[config.mk]
export PLATFORM = sky130hd
export DESIGN_NAME = vga_sync_decoder
export DESIGN_NICKNAME = d
export VERILOG_FILES = /design/src/rtl/vga_sync_decoder.sv
export SDC_FILE = /design/constraint.sdc
export NUM_CORES = 1
export LEC_CHECK = 0
export BUFFER_PORTS_ARGS = -buffer_cell sky130_fd_sc_hd__buf_2
export CORE_MARGIN = 5
export CORE_UTILIZATION = 30
export DETAILED_ROUTE_END_ITERATION = 10
export PLACE_DENSITY_LB_ADDON = 0.15
export SLEW_MARGIN = 0
export SYNTH_ARGS = -nofsm -noshare
export SYNTH_HDL_FRONTEND = slang
export SYNTH_SLANG_ARGS = --single-unit
[constraint.sdc]
create_clock -name pix_clk -period 4.35 [get_ports pix_clk]
set_input_delay 0.435 -clock pix_clk [delete_from_list [all_inputs] [get_ports pix_clk]]
set_output_delay 0.435 -clock pix_clk [all_outputs]
set_load 0.1 [all_outputs]
[src/rtl/vga_sync_decoder.sv]
`default_nettype none
// ============================================================================
//  Module      : vga_sync_decoder
//  Description : Receive-side VGA timing decoder. Watches an hsync/vsync pair
//                synchronous to pix_clk, recovers the x/y raster position,
//                measures line/frame totals and sync widths, and declares
//                lock once timing repeats over consecutive frames.
//  Ports       :
//    pix_clk      in   pixel clock, all logic on rising edge
//    rst          in   asynchronous active-high reset
//    hsync_in     in   horizontal sync (polarity set by HS_POL)
//    vsync_in     in   vertical sync (polarity set by VS_POL)
//    x, y         out  clocks since line start / lines since frame start
//    h_total      out  measured clocks per line
//    h_sync_w     out  measured hsync width in clocks
//    v_total      out  measured lines per frame
//    v_sync_w     out  measured vsync width in lines
//    line_start   out  one-cycle pulse per hsync assertion edge
//    frame_start  out  one-cycle pulse per vsync assertion edge
//    locked       out  timing stable for LOCK_FRAMES frames
//    lost         out  sticky: a position counter saturated
//  Revision    : 1.0  initial release
// ============================================================================
module vga_sync_decoder #(
    parameter logic HS_POL      = 1'b0,
    parameter logic VS_POL      = 1'b0,
    parameter int   LOCK_FRAMES = 2
) (
    input  logic        pix_clk,
    input  logic        rst,
    input  logic        hsync_in,
    input  logic        vsync_in,
    output logic [11:0] x,
    output logic [11:0] y,
    output logic [11:0] h_total,
    output logic [11:0] h_sync_w,
    output logic [11:0] v_total,
    output logic [11:0] v_sync_w,
    output logic        line_start,
    output logic        frame_start,
    output logic        locked,
    output logic        lost
);

    localparam logic [11:0] c_SAT  = 12'hFFF;
    localparam logic [3:0]  c_LOCK = 4'(LOCK_FRAMES);

    typedef enum logic [1:0] {
        S_IDLE    = 2'd0,
        S_ARM     = 2'd1,
        S_MEASURE = 2'd2,
        S_LOCKED  = 2'd3
    } state_t;

    state_t      r_state;
    state_t      w_state_nxt;

    logic        w_hs_a;
    logic        w_vs_a;
    logic        r_hs_q;
    logic        r_vs_q;
    logic        w_hs_rise;
    logic        w_hs_fall;
    logic        w_vs_rise;
    logic        w_vs_fall;

    logic [11:0] r_hw;
    logic [11:0] r_vw;
    logic [11:0] r_h_ref;
    logic [11:0] r_v_ref;
    logic [3:0]  r_match_cnt;
    logic [3:0]  w_match_nxt;
    logic        r_frame_bad;
    logic        r_skip_first;

    logic        w_x_sat;
    logic        w_y_sat;
    logic        w_sat;
    logic [11:0] w_x_inc;
    logic        w_line_bad;
    logic        w_frame_ok;

    logic        w_capture;
    logic        w_match_inc;
    logic        w_frame_end;
    logic        w_arm_exit;

    // Normalise to active-high before edge detection.
    assign w_hs_a    = (hsync_in == HS_POL);
    assign w_vs_a    = (vsync_in == VS_POL);
    assign w_hs_rise = w_hs_a & ~r_hs_q;
    assign w_hs_fall = ~w_hs_a & r_hs_q;
    assign w_vs_rise = w_vs_a & ~r_vs_q;
    assign w_vs_fall = ~w_vs_a & r_vs_q;

    assign w_x_sat     = (x == c_SAT);
    assign w_y_sat     = (y == c_SAT);
    assign w_sat       = w_x_sat | w_y_sat;
    // Line length after a saturated count is reported as the ceiling.
    assign w_x_inc     = w_x_sat ? c_SAT : (x + 12'd1);
    assign w_match_nxt = r_match_cnt + 4'd1;

    // A line ending on the same clock as the frame edge still belongs to the
    // finishing frame, so it is folded into the frame verdict directly.
    assign w_line_bad = ((r_state == S_MEASURE) || (r_state == S_LOCKED))
                        && w_hs_rise && !r_skip_first && (w_x_inc != r_h_ref);
    assign w_frame_ok = (y == r_v_ref) && !(r_frame_bad | w_line_bad);

    // ------------------------------------------------------------------------
    // Raster position and measurements
    // ------------------------------------------------------------------------
    always_ff @(posedge pix_clk or posedge rst) begin
        if (rst) begin
            r_hs_q      <= 1'b0;
            r_vs_q      <= 1'b0;
            line_start  <= 1'b0;
            frame_start <= 1'b0;
            x           <= '0;
            y           <= '0;
            h_total     <= '0;
            h_sync_w    <= '0;
            v_total     <= '0;
            v_sync_w    <= '0;
            r_hw        <= '0;
            r_vw        <= '0;
        end else begin
            r_hs_q      <= w_hs_a;
            r_vs_q      <= w_vs_a;
            line_start  <= w_hs_rise;
            frame_start <= w_vs_rise;

            if (w_hs_rise) begin
                x       <= '0;
                h_total <= w_x_inc;
            end else if (!w_x_sat) begin
                x <= x + 12'd1;
            end

            if (w_hs_rise) begin
                r_hw <= 12'd1;
            end else if (w_hs_a && (r_hw != c_SAT)) begin
                r_hw <= r_hw + 12'd1;
            end
            if (w_hs_fall) begin
                h_sync_w <= r_hw;
            end

            // A coincident hsync edge opens line 1 of the new frame.
            if (w_vs_rise) begin
                v_total <= y;
                y       <= {11'd0, w_hs_rise};
            end else if (w_hs_rise && !w_y_sat) begin
                y <= y + 12'd1;
            end

            if (w_vs_rise) begin
                r_vw <= {11'd0, w_hs_rise};
            end else if (w_vs_a && w_hs_rise && (r_vw != c_SAT)) begin
                r_vw <= r_vw + 12'd1;
            end
            if (w_vs_fall) begin
                v_sync_w <= r_vw;
            end
        end
    end

    // ------------------------------------------------------------------------
    // Lock state machine
    // ------------------------------------------------------------------------
    always_comb begin
        w_state_nxt = r_state;
        w_capture   = 1'b0;
        w_match_inc = 1'b0;
        w_frame_end = 1'b0;
        w_arm_exit  = 1'b0;
        case (r_state)
            S_IDLE: begin
                // First frame is partial; only its end edge is used.
                if (w_vs_rise) begin
                    w_state_nxt = S_ARM;
                end
            end
            S_ARM: begin
                if (w_vs_rise) begin
                    w_state_nxt = S_MEASURE;
                    w_capture   = 1'b1;
                    w_frame_end = 1'b1;
                    w_arm_exit  = 1'b1;
                end
            end
            S_MEASURE: begin
                if (w_vs_rise) begin
                    w_frame_end = 1'b1;
                    if (w_frame_ok) begin
                        w_match_inc = 1'b1;
                        if (w_match_nxt >= c_LOCK) begin
                            w_state_nxt = S_LOCKED;
                        end
                    end else begin
                        w_capture = 1'b1;
                    end
                end
            end
            S_LOCKED: begin
                if (w_vs_rise) begin
                    w_frame_end = 1'b1;
                    if (!w_frame_ok) begin
                        w_state_nxt = S_MEASURE;
                        w_capture   = 1'b1;
                    end
                end
            end
            default: begin
                w_state_nxt = S_IDLE;
            end
        endcase
        // Loss of sync overrides any frame-edge decision.
        if (w_sat) begin
            w_state_nxt = S_IDLE;
            w_capture   = 1'b0;
            w_match_inc = 1'b0;
            w_frame_end = 1'b0;
            w_arm_exit  = 1'b0;
        end
    end

    always_ff @(posedge pix_clk or posedge rst) begin
        if (rst) begin
            r_state      <= S_IDLE;
            r_h_ref      <= '0;
            r_v_ref      <= '0;
            r_match_cnt  <= '0;
            r_frame_bad  <= 1'b0;
            r_skip_first <= 1'b0;
            locked       <= 1'b0;
            lost         <= 1'b0;
        end else begin
            r_state <= w_state_nxt;
            locked  <= (w_state_nxt == S_LOCKED);

            if (w_sat) begin
                lost <= 1'b1;
            end else if ((w_state_nxt == S_LOCKED) && (r_state != S_LOCKED)) begin
                lost <= 1'b0;
            end

            if (w_sat) begin
                r_match_cnt  <= '0;
                r_frame_bad  <= 1'b0;
                r_skip_first <= 1'b0;
            end else begin
                if (w_capture) begin
                    r_v_ref     <= y;
                    r_h_ref     <= h_total;
                    r_match_cnt <= '0;
                end else if (w_match_inc) begin
                    r_match_cnt <= w_match_nxt;
                end

                if (w_frame_end) begin
                    r_frame_bad <= 1'b0;
                end else if (w_line_bad) begin
                    r_frame_bad <= 1'b1;
                end

                // The first line after arming may be partial; exempt it.
                if (w_arm_exit) begin
                    r_skip_first <= 1'b1;
                end else if (w_hs_rise &&
                             ((r_state == S_MEASURE) || (r_state == S_LOCKED))) begin
                    r_skip_first <= 1'b0;
                end
            end
        end
    end

endmodule
`default_nettype wire

Word level (Yosys, flattened, before mapping)

Index checks and enable logic that the tools add are counted.
W data, S select, Z words.

Divide/modulo/power cells: 0
$mul: 0
Bitwise operators: 11
Order comparisons: 1
Mux-type cells: 42
Reductions and logical operators: 24
Add/subtract/negate cells: 5
Shifts and indexed selects: 0
Equality and inequality tests: 12

Operators with widths:

| operator                | count |
|---|---|
| $mux W12                | 9 |
| $add A12 B1 Y12 const B | 4 |
| $eq A12 B12 Y1 const B  | 2 |
| $ne A12 B12 Y1 const B  | 2 |
| $mux W1                 | 20 |
| $mux W2                 | 8 |
| $eq A12 B12 Y1          | 1 |
| $mux W4                 | 3 |
| $ne A12 B12 Y1          | 1 |
| $logic_and A1 B1 Y1     | 9 |
| $reduce_bool A3 Y1      | 3 |
| $pmux W2 S4             | 1 |
| $reduce_bool A2 Y1      | 4 |
| $eq A2 B2 Y1 const B    | 3 |
| $not A1 Y1              | 5 |
| $add A4 B1 Y4 const B   | 1 |
| $and A1 B1 Y1           | 4 |
| $ge A4 B2 Y1 const B    | 1 |
| $ne A2 B2 Y1 const B    | 2 |
| $logic_not A1 Y1        | 3 |
| $reduce_or A3 Y1        | 1 |
| $eq A2 B1 Y1 const B    | 1 |
| $logic_not A2 Y1        | 1 |
| $or A1 B1 Y1            | 2 |
| other kinds (4)         | 4 |

Logic and storage cells: 115
Memory bits (writable): 0
Register bits: 134
Bits in read-only memories: 0
Bits of input ports: 4
Output and inout port bits: 76
Bits in latches: 0
Memories kept: 0

Logic depth before layout (Yosys ltp)

Gate-level depths: netlist of the first run.

Word-level depth: 16
Depth in mapped cells: 12
Mapped depth without buffers: 9

Least setup slack after synthesis of the first run

OpenSTA, ideal clock, no wires.

Kind: register to register
Start point: register x[1]
End point: register r_v_ref[1]
Period minus slack after synthesis: 4.119 ns
Cell stages (with the launch flop): 13
Data required time: 4.224 ns
Path slack: 0.231 ns
Setup time: 0.126 ns
Arrival: 3.993 ns
Path buffers: 3
Cells stage by stage: dfrtp_1 ha_1 buf_4 and4_1 buf_4 nand4_4 mux2_1 a2111oi_0 or4b_1 o41ai_4 nor3_2 buf_6 mux2_4

Cells in the longest elaborated chain, start to end: 12
Elaborated cells on any way between the ends: 15

RTL lines:

| item                                                     | line     | RTL |
|---|---|---|
| from (decl)                                              | 33       | `output logic [11:0] x,` |
| from (signal assigned)                                   | 136      | `x <= x + 12'd1;` |
| $add A12 B1 Y12 / $eq A12 B12 Y1 (equally long branches) | 100, 96  |  |
| $mux W12                                                 | 100      | `assign w_x_inc = w_x_sat ? c_SAT : (x + 12'd1);` |
| $ne A12 B12 Y1                                           | 106      | `&& w_hs_rise && !r_skip_first && (w_x_inc != r_h_ref);` |
| $logic_and A1 B1 Y1                                      | 106      |  |
| $or A1 B1 Y1                                             | 107      | `assign w_frame_ok = (y == r_v_ref) && !(r_frame_bad \| w_line_bad);` |
| $logic_not A1 Y1                                         | 107      |  |
| $logic_and A1 B1 Y1                                      | 107      |  |
| $mux W1                                                  | 194, 207 |  |
| $mux W1                                                  | 205      | `if (w_vs_rise) begin` |
| $pmux W1 S2                                              | 176      | `case (r_state)` |
| $mux W1                                                  | 218      | `if (w_sat) begin` |
| $reduce_and A2 Y1 (no line) (*)                          | n/a      |  |
| to (signal assigned)                                     | 253      | `r_v_ref <= y;` |
| to (decl)                                                | 70       | `logic [11:0] r_v_ref;` |

Every way passes the cells marked *; elsewhere a longest branch is shown, timed or not.
A chain may end at the register's enable or synchronous reset.

Worst setup path after layout of the first run

Start point: register x[0]
End point: register r_h_ref[1]

Cells in the longest elaborated chain, start to end: 12
Elaborated cells on any way between the ends: 15

RTL lines:

| item                                                     | line     | RTL |
|---|---|---|
| $add A12 B1 Y12 / $eq A12 B12 Y1 (equally long branches) | 100, 96  |  |
| $mux W12                                                 | 100      |  |
| $ne A12 B12 Y1                                           | 106      |  |
| $logic_and A1 B1 Y1                                      | 106      |  |
| $or A1 B1 Y1                                             | 107      |  |
| $logic_not A1 Y1                                         | 107      |  |
| $logic_and A1 B1 Y1                                      | 107      |  |
| $mux W1                                                  | 194, 207 |  |
| $mux W1                                                  | 205      |  |
| $pmux W1 S2                                              | 176      |  |
| $mux W1                                                  | 218      |  |
| $reduce_and A2 Y1 (no line) (*)                          | n/a      |  |
| to (signal assigned)                                     | 254      | `r_h_ref <= h_total;` |
| to (decl)                                                | 69       | `logic [11:0] r_h_ref;` |

Marks and branches as above.

==> metrics.cfg, run 1 <==
[clocking]
postCtsSetupRepairBufs = 0
clock_latency_ps = 420
h-tree-depth = 4
maximum_number_of_buffers_from_clock_root_to_sink = 2
hold_buffers = 0
cts_root_buffer = sky130_fd_sc_hd__clkbuf_16
numCtsBuffers = 17
tritoncts_num_sinks = 134
reg_clk_slew_reported_paths_ps = 60
clock_tree_from_tritoncts = done
cts_resized = 0

[synthesis]
synthDistinctLibCells = 52
commonest_register_cell_after_synthesis = sky130_fd_sc_hd__dfrtp_1
syn_area_per_cell_um2 = 10.4
synth-edff-count = 0
synth.ff_latch_count = 134
netlist_top_cells_count = sky130_fd_sc_hd__dfrtp_1 (134), sky130_fd_sc_hd__nand2_1 (87), sky130_fd_sc_hd__nor2_1 (52), sky130_fd_sc_hd__o21ai_0 (40)
synth_nets = 631
post-synth-top-count-cell = sky130_fd_sc_hd__dfrtp_1
ys_seq_area_share_pct = 52.0
yosysWarningCount = 0
synth.top_cell.area_share_pct = 52.0
netlist_top_cells_area = sky130_fd_sc_hd__dfrtp_1 (52%), sky130_fd_sc_hd__nand2_1 (5.1%), sky130_fd_sc_hd__mux2_4 (4.7%)
syn_area_um2 = 6450
synthCells = 621
yosysTopAreaCell = sky130_fd_sc_hd__dfrtp_1
synth-async-reset-ratio_pct = 100

[setup_path]
worstSetupPathType = register to register
cp.required_ps = 4660
crit_path_arrival_time_ps = 4400
end_kind = register
worst_setup_path_start_kind = register
crit_fanout = 13

[final_layout]
drive_above_1_share_pct = 24.8
insertedDiodeCount = 0
final_util_pct = 36.4
finish.net_count = 706
area_used_by_multi_input_combinational_logic_um2 = 2910
instances_no_fill = 984
n_fill_cell = 2147
areaGrowthSynthToFinish_pct = 19.1
ff_latch_area_um2 = 3350

[route]
first_pass_iters = 4
drt-initial-drc-count = 187
detailroute.via_count = 4753
avgViaCountPerCell = 4.83
postRouteWirelength_um = 15500
drt_drc_violations_left = 0
detail-route-antenna-nets = 0
route.detailed.wl_per_inst_um = 15.7

[sta]
unrepaired_setup_endpoints_after_global_routing = no
clock-skew-final_ps = 7.74
period_utilisation_layout_pct = 94.2
clock.fmax_mhz = 244
setup_viol_count_final = 0
maxSlewViolCount = 0
worst_slew_margin_rel_pct = 34.1
setup_tns_ps = 0
post-route-min-period_ps = 4100
tightestPinTransition_ps = 988
hold_viol = 0

[floorplanning]
x_dimension_of_the_die_um = 157
chipHeight_um = 157
core_area_um2 = 21100
rows = 53
num_io_pins = 80
die_area_um2 = 24500
initial_core_util_pct = 30.6

[placed_design]
numPortBuffers = 79
place_congestion = 0.824
place.detailed.instances = 952
post_detail_place_hpwl_um = 10500

[global_routing]
grt_max_degree = 108
first_global_vias = 4898
antenna_found_initial = 0
grt_usage_pct = 13.2
grt-ovfl-total = 0
grt_pass1_wl_um = 26000

[flow_run]
drv.max_cap_violation_count = 0

[run_status]
run_status = completed

[pwr]
power_density_nw_per_um2 = 507
leakage_nw = 3.70
vdd_drop_max_uv = 322

[hold_path]
worst_hold_path_type = input pin to register

## placed cells by master (no fill, tap or decap), types with 10 or more instances in the layout
cell                        netlist  routed
sky130_fd_sc_hd__nand2_1         87      87
sky130_fd_sc_hd__buf_2            4      79
sky130_fd_sc_hd__or3_1           14      14
sky130_fd_sc_hd__nand3_1         24      24
sky130_fd_sc_hd__mux2_2          26      26
sky130_fd_sc_hd__o21ai_0         40      40
sky130_fd_sc_hd__mux2_4          20      20
sky130_fd_sc_hd__xor2_1          26      26
sky130_fd_sc_hd__clkbuf_16        0      17
sky130_fd_sc_hd__nor2_1          52      52
sky130_fd_sc_hd__xnor2_1         20      20
sky130_fd_sc_hd__dfrtp_1        134     134
sky130_fd_sc_hd__a21oi_1         17      17
sky130_fd_sc_hd__nand4_1         14      14
sky130_fd_sc_hd__and3_1          10      10
sky130_fd_sc_hd__nor3_1          14      14
## through the flow
stage	cell area (um^2)	hold WS, ps	power, mW	setup WS [ps]
5_1_grt	7680	203	4.10	40.7
4_1_cts	7680	188	3.96	183
3_5_place_dp	7130	458	2.58	224
6_report	7680	217	3.89	253
3_3_place_gp	7130	456	2.56	312
2_1_floorplan	6450	482	2.36	231
## sequential cells by signal (all words and copies together) (netlist names)
register and count:
r_h_ref 12, v_total 12, r_hs_q 1, r_vw 12
r_skip_first 1, r_v_ref 12, lost 1, frame_start 1
line_start 1, r_match_cnt 4, v_sync_w 12, r_frame_bad 1
r_hw 12, h_total 12, r_state 2, x 12
locked 1, y 12, h_sync_w 12, r_vs_q 1
## final cells by class
cell class	count	area share, %
clock buffer	20	5.94
multi-input combinational	443	37.9
inverter	12	0.651
clock inverter	12	1.24
timing repair buffer	88	6.19
tap	275	4.48
sequential	134	43.6
## kinds of logic (layout without fill, tap and decap cells)
logic type      after synthesis  after routing  share of synthesized area (%)
compound gates               80             80                           7.49
simple gates                258            258                           19.8
mux                          53             53                           10.3
buf+inv                      44            132                           3.05
fa+ha+maj                     6              6                           1.16
flops                       134            134                           52.0
xor+xnor                     46             46                           6.25
## power by group
part	internal (mW)	total (mW)	switching (mW)	leakage, nW
registers	1.36	1.49	0.135	1.82
logic	0.297	1.05	0.755	1.62
clock network	0.767	1.35	0.582	0.256
total	2.42	3.89	1.47	3.70
## worst paths after layout
kind                            cells past startpoint                 endpoint                   start  slack [ps]
worst min-delay path                                2         r_hs_q$_DFF_PP0_                hsync_in         220
worst max-delay path                               10   r_h_ref[1]$_DFFE_PP0P_        x[0]$_DFFE_PP0P_         250
worst max register to register                     10   r_h_ref[1]$_DFFE_PP0P_        x[0]$_DFFE_PP0P_         250
min in group asynchronous                           2  h_sync_w[9]$_DFFE_PP0P_                     rst         230
max in group asynchronous                           3   r_v_ref[2]$_DFFE_PP0P_                     rst        3100
worst min register to register                      2   v_total[8]$_DFFE_PP0P_  v_total[8]$_DFFE_PP0P_         470
## worst max-delay path, stage by stage, from the launching register on
cell,delay (ps)
sky130_fd_sc_hd__dfrtp_1,520
sky130_fd_sc_hd__ha_1,380
sky130_fd_sc_hd__and4_1,310
sky130_fd_sc_hd__nand4_4,190
sky130_fd_sc_hd__mux2_1,360
sky130_fd_sc_hd__a2111oi_1,460
sky130_fd_sc_hd__or4b_1,580
sky130_fd_sc_hd__o41ai_4,450
sky130_fd_sc_hd__nor3_4,200
sky130_fd_sc_hd__buf_12,240
sky130_fd_sc_hd__mux2_4,300
## routing by layer
layer,GRT usage [%],wire [um]
met5,0,0
met4,3.84,182
met3,3.79,728
met2,20.8,7110
met1,17.8,7430
Power figures use the tool's default switching activity.
==> run 2: changes to the inputs <==
--- a/config.mk
+++ b/config.mk
@@ -5,11 +5,13 @@
 export SDC_FILE = /design/constraint.sdc
 export NUM_CORES = 1
 export LEC_CHECK = 0
+export ABC_CLOCK_PERIOD_IN_PS = 4350
 export BUFFER_PORTS_ARGS = -buffer_cell sky130_fd_sc_hd__buf_2
 export CORE_MARGIN = 5
 export CORE_UTILIZATION = 30
 export DETAILED_ROUTE_END_ITERATION = 10
 export PLACE_DENSITY_LB_ADDON = 0.15
+export REMOVE_ABC_BUFFERS = 1
 export SLEW_MARGIN = 0
 export SYNTH_ARGS = -nofsm -noshare
 export SYNTH_HDL_FRONTEND = slang
==> metrics.cfg, run 2 (synthesis gave the netlist of run 1 again) <==
[global_routing]
grt_usage_pct = 13.1  ; -0.17 points
antenna_found_initial = 0  ; unchanged
grt-ovfl-total = 0  ; unchanged
grt_pass1_wl_um = 25700  ; -1.1%
grt_max_degree = 110  ; +1.9%
first_global_vias = 4802  ; -2.0%

[floorplanning]
core_area_um2 = 21100  ; unchanged
chipHeight_um = 157  ; unchanged
initial_core_util_pct = 30.6  ; unchanged
die_area_um2 = 24500  ; unchanged
x_dimension_of_the_die_um = 157  ; unchanged
num_io_pins = 80  ; unchanged
rows = 53  ; unchanged

[route]
first_pass_iters = 4  ; unchanged
drt_drc_violations_left = 0  ; unchanged
drt-initial-drc-count = 169  ; -9.6%
avgViaCountPerCell = 4.82  ; -0.19%
detailroute.via_count = 4744  ; -0.19%
route.detailed.wl_per_inst_um = 15.5  ; -0.99%
detail-route-antenna-nets = 0  ; unchanged
postRouteWirelength_um = 15300  ; -0.99%

[setup_path]
crit_slowest_cell = sky130_fd_sc_hd__or4b_1
worst_setup_path_start_kind = register
critical-path-max-stage-delay_ps = 580  ; about the same
crit_path_arrival_time_ps = 4360  ; -40 ps
worstSetupPathType = register to register
crit_fanout = 13  ; unchanged
cp_cell_sequence = ha_2 > and4_2 > nand4_4 > mux2_1 > a2111oi_0 > or4b_1 > o41ai_4 > nor3_4 > buf_12 > mux2_4
r2r_setup_slack_ps = 290  ; +40 ps
worstPathBufferInverterCount = 1  ; unchanged
end_kind = register
path_delay_family = simple AND/OR/NAND/NOR gates
cp.required_ps = 4650  ; about the same

[pwr]
share_seq_of_total_power_pct = 36.7  ; -1.7 points
vdd_drop_max_uv = 264  ; -18%
leakage_nw = 3.74  ; +1.3%
logic_gate_share_of_total_power_pct = 25.7  ; -1.3 points
power_switching_mw = 1.44  ; -2.3%
power_density_nw_per_um2 = 526  ; +3.7%
internal_power_mw = 2.65  ; +9.2%
netSwitchingFraction_pct = 35.2  ; -2.6 points
power.clock.fraction_pct = 37.6  ; +3.0 points

[hold_path]
worst_hold_path_type = input pin to register

[final_layout]
drive_above_1_share_pct = 25.1  ; +0.28 points
finish.net_count = 706  ; unchanged
mostFrequentLayoutCell = sky130_fd_sc_hd__dfrtp_1
insertedDiodeCount = 0  ; unchanged
final_util_pct = 36.8  ; +0.40 points
areaGrowthSynthToFinish_pct = 20.4
layout.cells.most_common_list = sky130_fd_sc_hd__dfrtp_1 (134), sky130_fd_sc_hd__nand2_1 (87), sky130_fd_sc_hd__buf_2 (79)
n_fill_cell = 2149  ; +0.093%

[sta]
clock-skew-final_ps = 11.3  ; +3.51 ps
setup_viol_count_final = 0  ; unchanged
clock.fmax_mhz = 246  ; +0.87%
setup_tns_ps = 0  ; unchanged
maxSlewViolCount = 0  ; unchanged
hold_viol = 0  ; unchanged
tightestPinTransition_ps = 1000  ; +16.4 ps
worst_slew_margin_rel_pct = 33.0  ; -1.1 points
post-route-min-period_ps = 4060  ; -35.4 ps
period_utilisation_layout_pct = 93.4  ; -0.81 points
unrepaired_setup_endpoints_after_global_routing = no

[clocking]
reg_clk_slew_reported_paths_ps = 60  ; about the same
clock_latency_ps = 420  ; about the same
hold_buffers = 0  ; unchanged
clock_tree_from_tritoncts = done
tritoncts_num_sinks = 134  ; unchanged
maximum_number_of_buffers_from_clock_root_to_sink = 2  ; unchanged
h-tree-depth = 4  ; unchanged
numCtsBuffers = 17  ; unchanged
cts_root_buffer = sky130_fd_sc_hd__clkbuf_16
postCtsSetupRepairBufs = 0  ; unchanged

[placed_design]
post_detail_place_hpwl_um = 10300  ; -1.1%
numPortBuffers = 79  ; unchanged
place_congestion = 0.845  ; +2.5%

[run_status]
run_status = completed

[flow_run]
drv.max_cap_violation_count = 0  ; unchanged

run 2: cell types whose count changed in the layout (fill, tap and decap cells not counted), sizes merged:
| cell | previous run | this run |
|---|---|---|
| clkinvlp | 5 | 2 |
| inv | 15 | 10 |
| bufinv | 0 | 4 |
| clkinv | 4 | 8 |
run 2: cell type report:
type	count	area, um^2	area share [%]
Clock inverter	12	176	2.27
Multi-Input combinational cell	443	2910	37.5
Clock buffer	20	457	5.88
Inverter	12	50.0	0.644
Timing Repair Buffer	88	475	6.12
Sequential cell	134	3350	43.2
Tap cell	275	344	4.43
run 2: routing by layer:
layer  vias up  routed length [um]  GRT usage, %  share of wire [%]
met5         -                   0             0                  0
met4         0                 159          4.17                1.0
met3        13                 651          3.29                4.3
met2        96                7230          21.0                 47
met1      2333                7260          17.4                 47
li1       2302                   -             -                  -
run 2: repair_timing:
item	4_1_cts	5_1_grt
setup endpoints to repair	0	13
endpoints found under the hold margin	0	0
gates resized for setup	0	2
run 2: worst paths after layout:
check                      cells after the start                      end                   start
max in group asynchronous                      3      r_vw[6]$_DFFE_PP0P_                     rst
min reg2reg                                    2   v_total[8]$_DFFE_PP0P_  v_total[8]$_DFFE_PP0P_
min                                            2         r_hs_q$_DFF_PP0_                hsync_in
min in group asynchronous                      2  h_sync_w[1]$_DFFE_PP0P_                     rst
max                                           10   r_h_ref[1]$_DFFE_PP0P_        x[0]$_DFFE_PP0P_
max reg2reg                                   10   r_h_ref[1]$_DFFE_PP0P_        x[0]$_DFFE_PP0P_
run 2: power groups by stage:
stage	registers (mW)	logic, mW	clock network, mW
floorplan	1.90	0.438	0
global placement	1.52	1.05	0
CTS	1.50	1.06	1.58
detailed placement	1.52	1.06	0
global route	1.52	1.14	1.63
finish	1.50	1.05	1.54
run 2: per-stage QoR:
| step | power [mW] | setup WS [ps] | cell area (um^2) | hold slack [ps] | cells |
|---|---|---|---|---|---|
| 2_1_floorplan | 2.34 | -665 | 6300 | 482 | 589 |
| 3_3_place_gp | 2.57 | 327 | 7130 | 453 | 952 |
| 3_5_place_dp | 2.58 | 169 | 7130 | 458 | 952 |
| 4_1_cts | 4.14 | 126 | 7760 | 206 | 984 |
| 5_1_grt | 4.29 | 33.8 | 7770 | 227 | 984 |
| 6_report | 4.08 | 288 | 7770 | 223 | 984 |
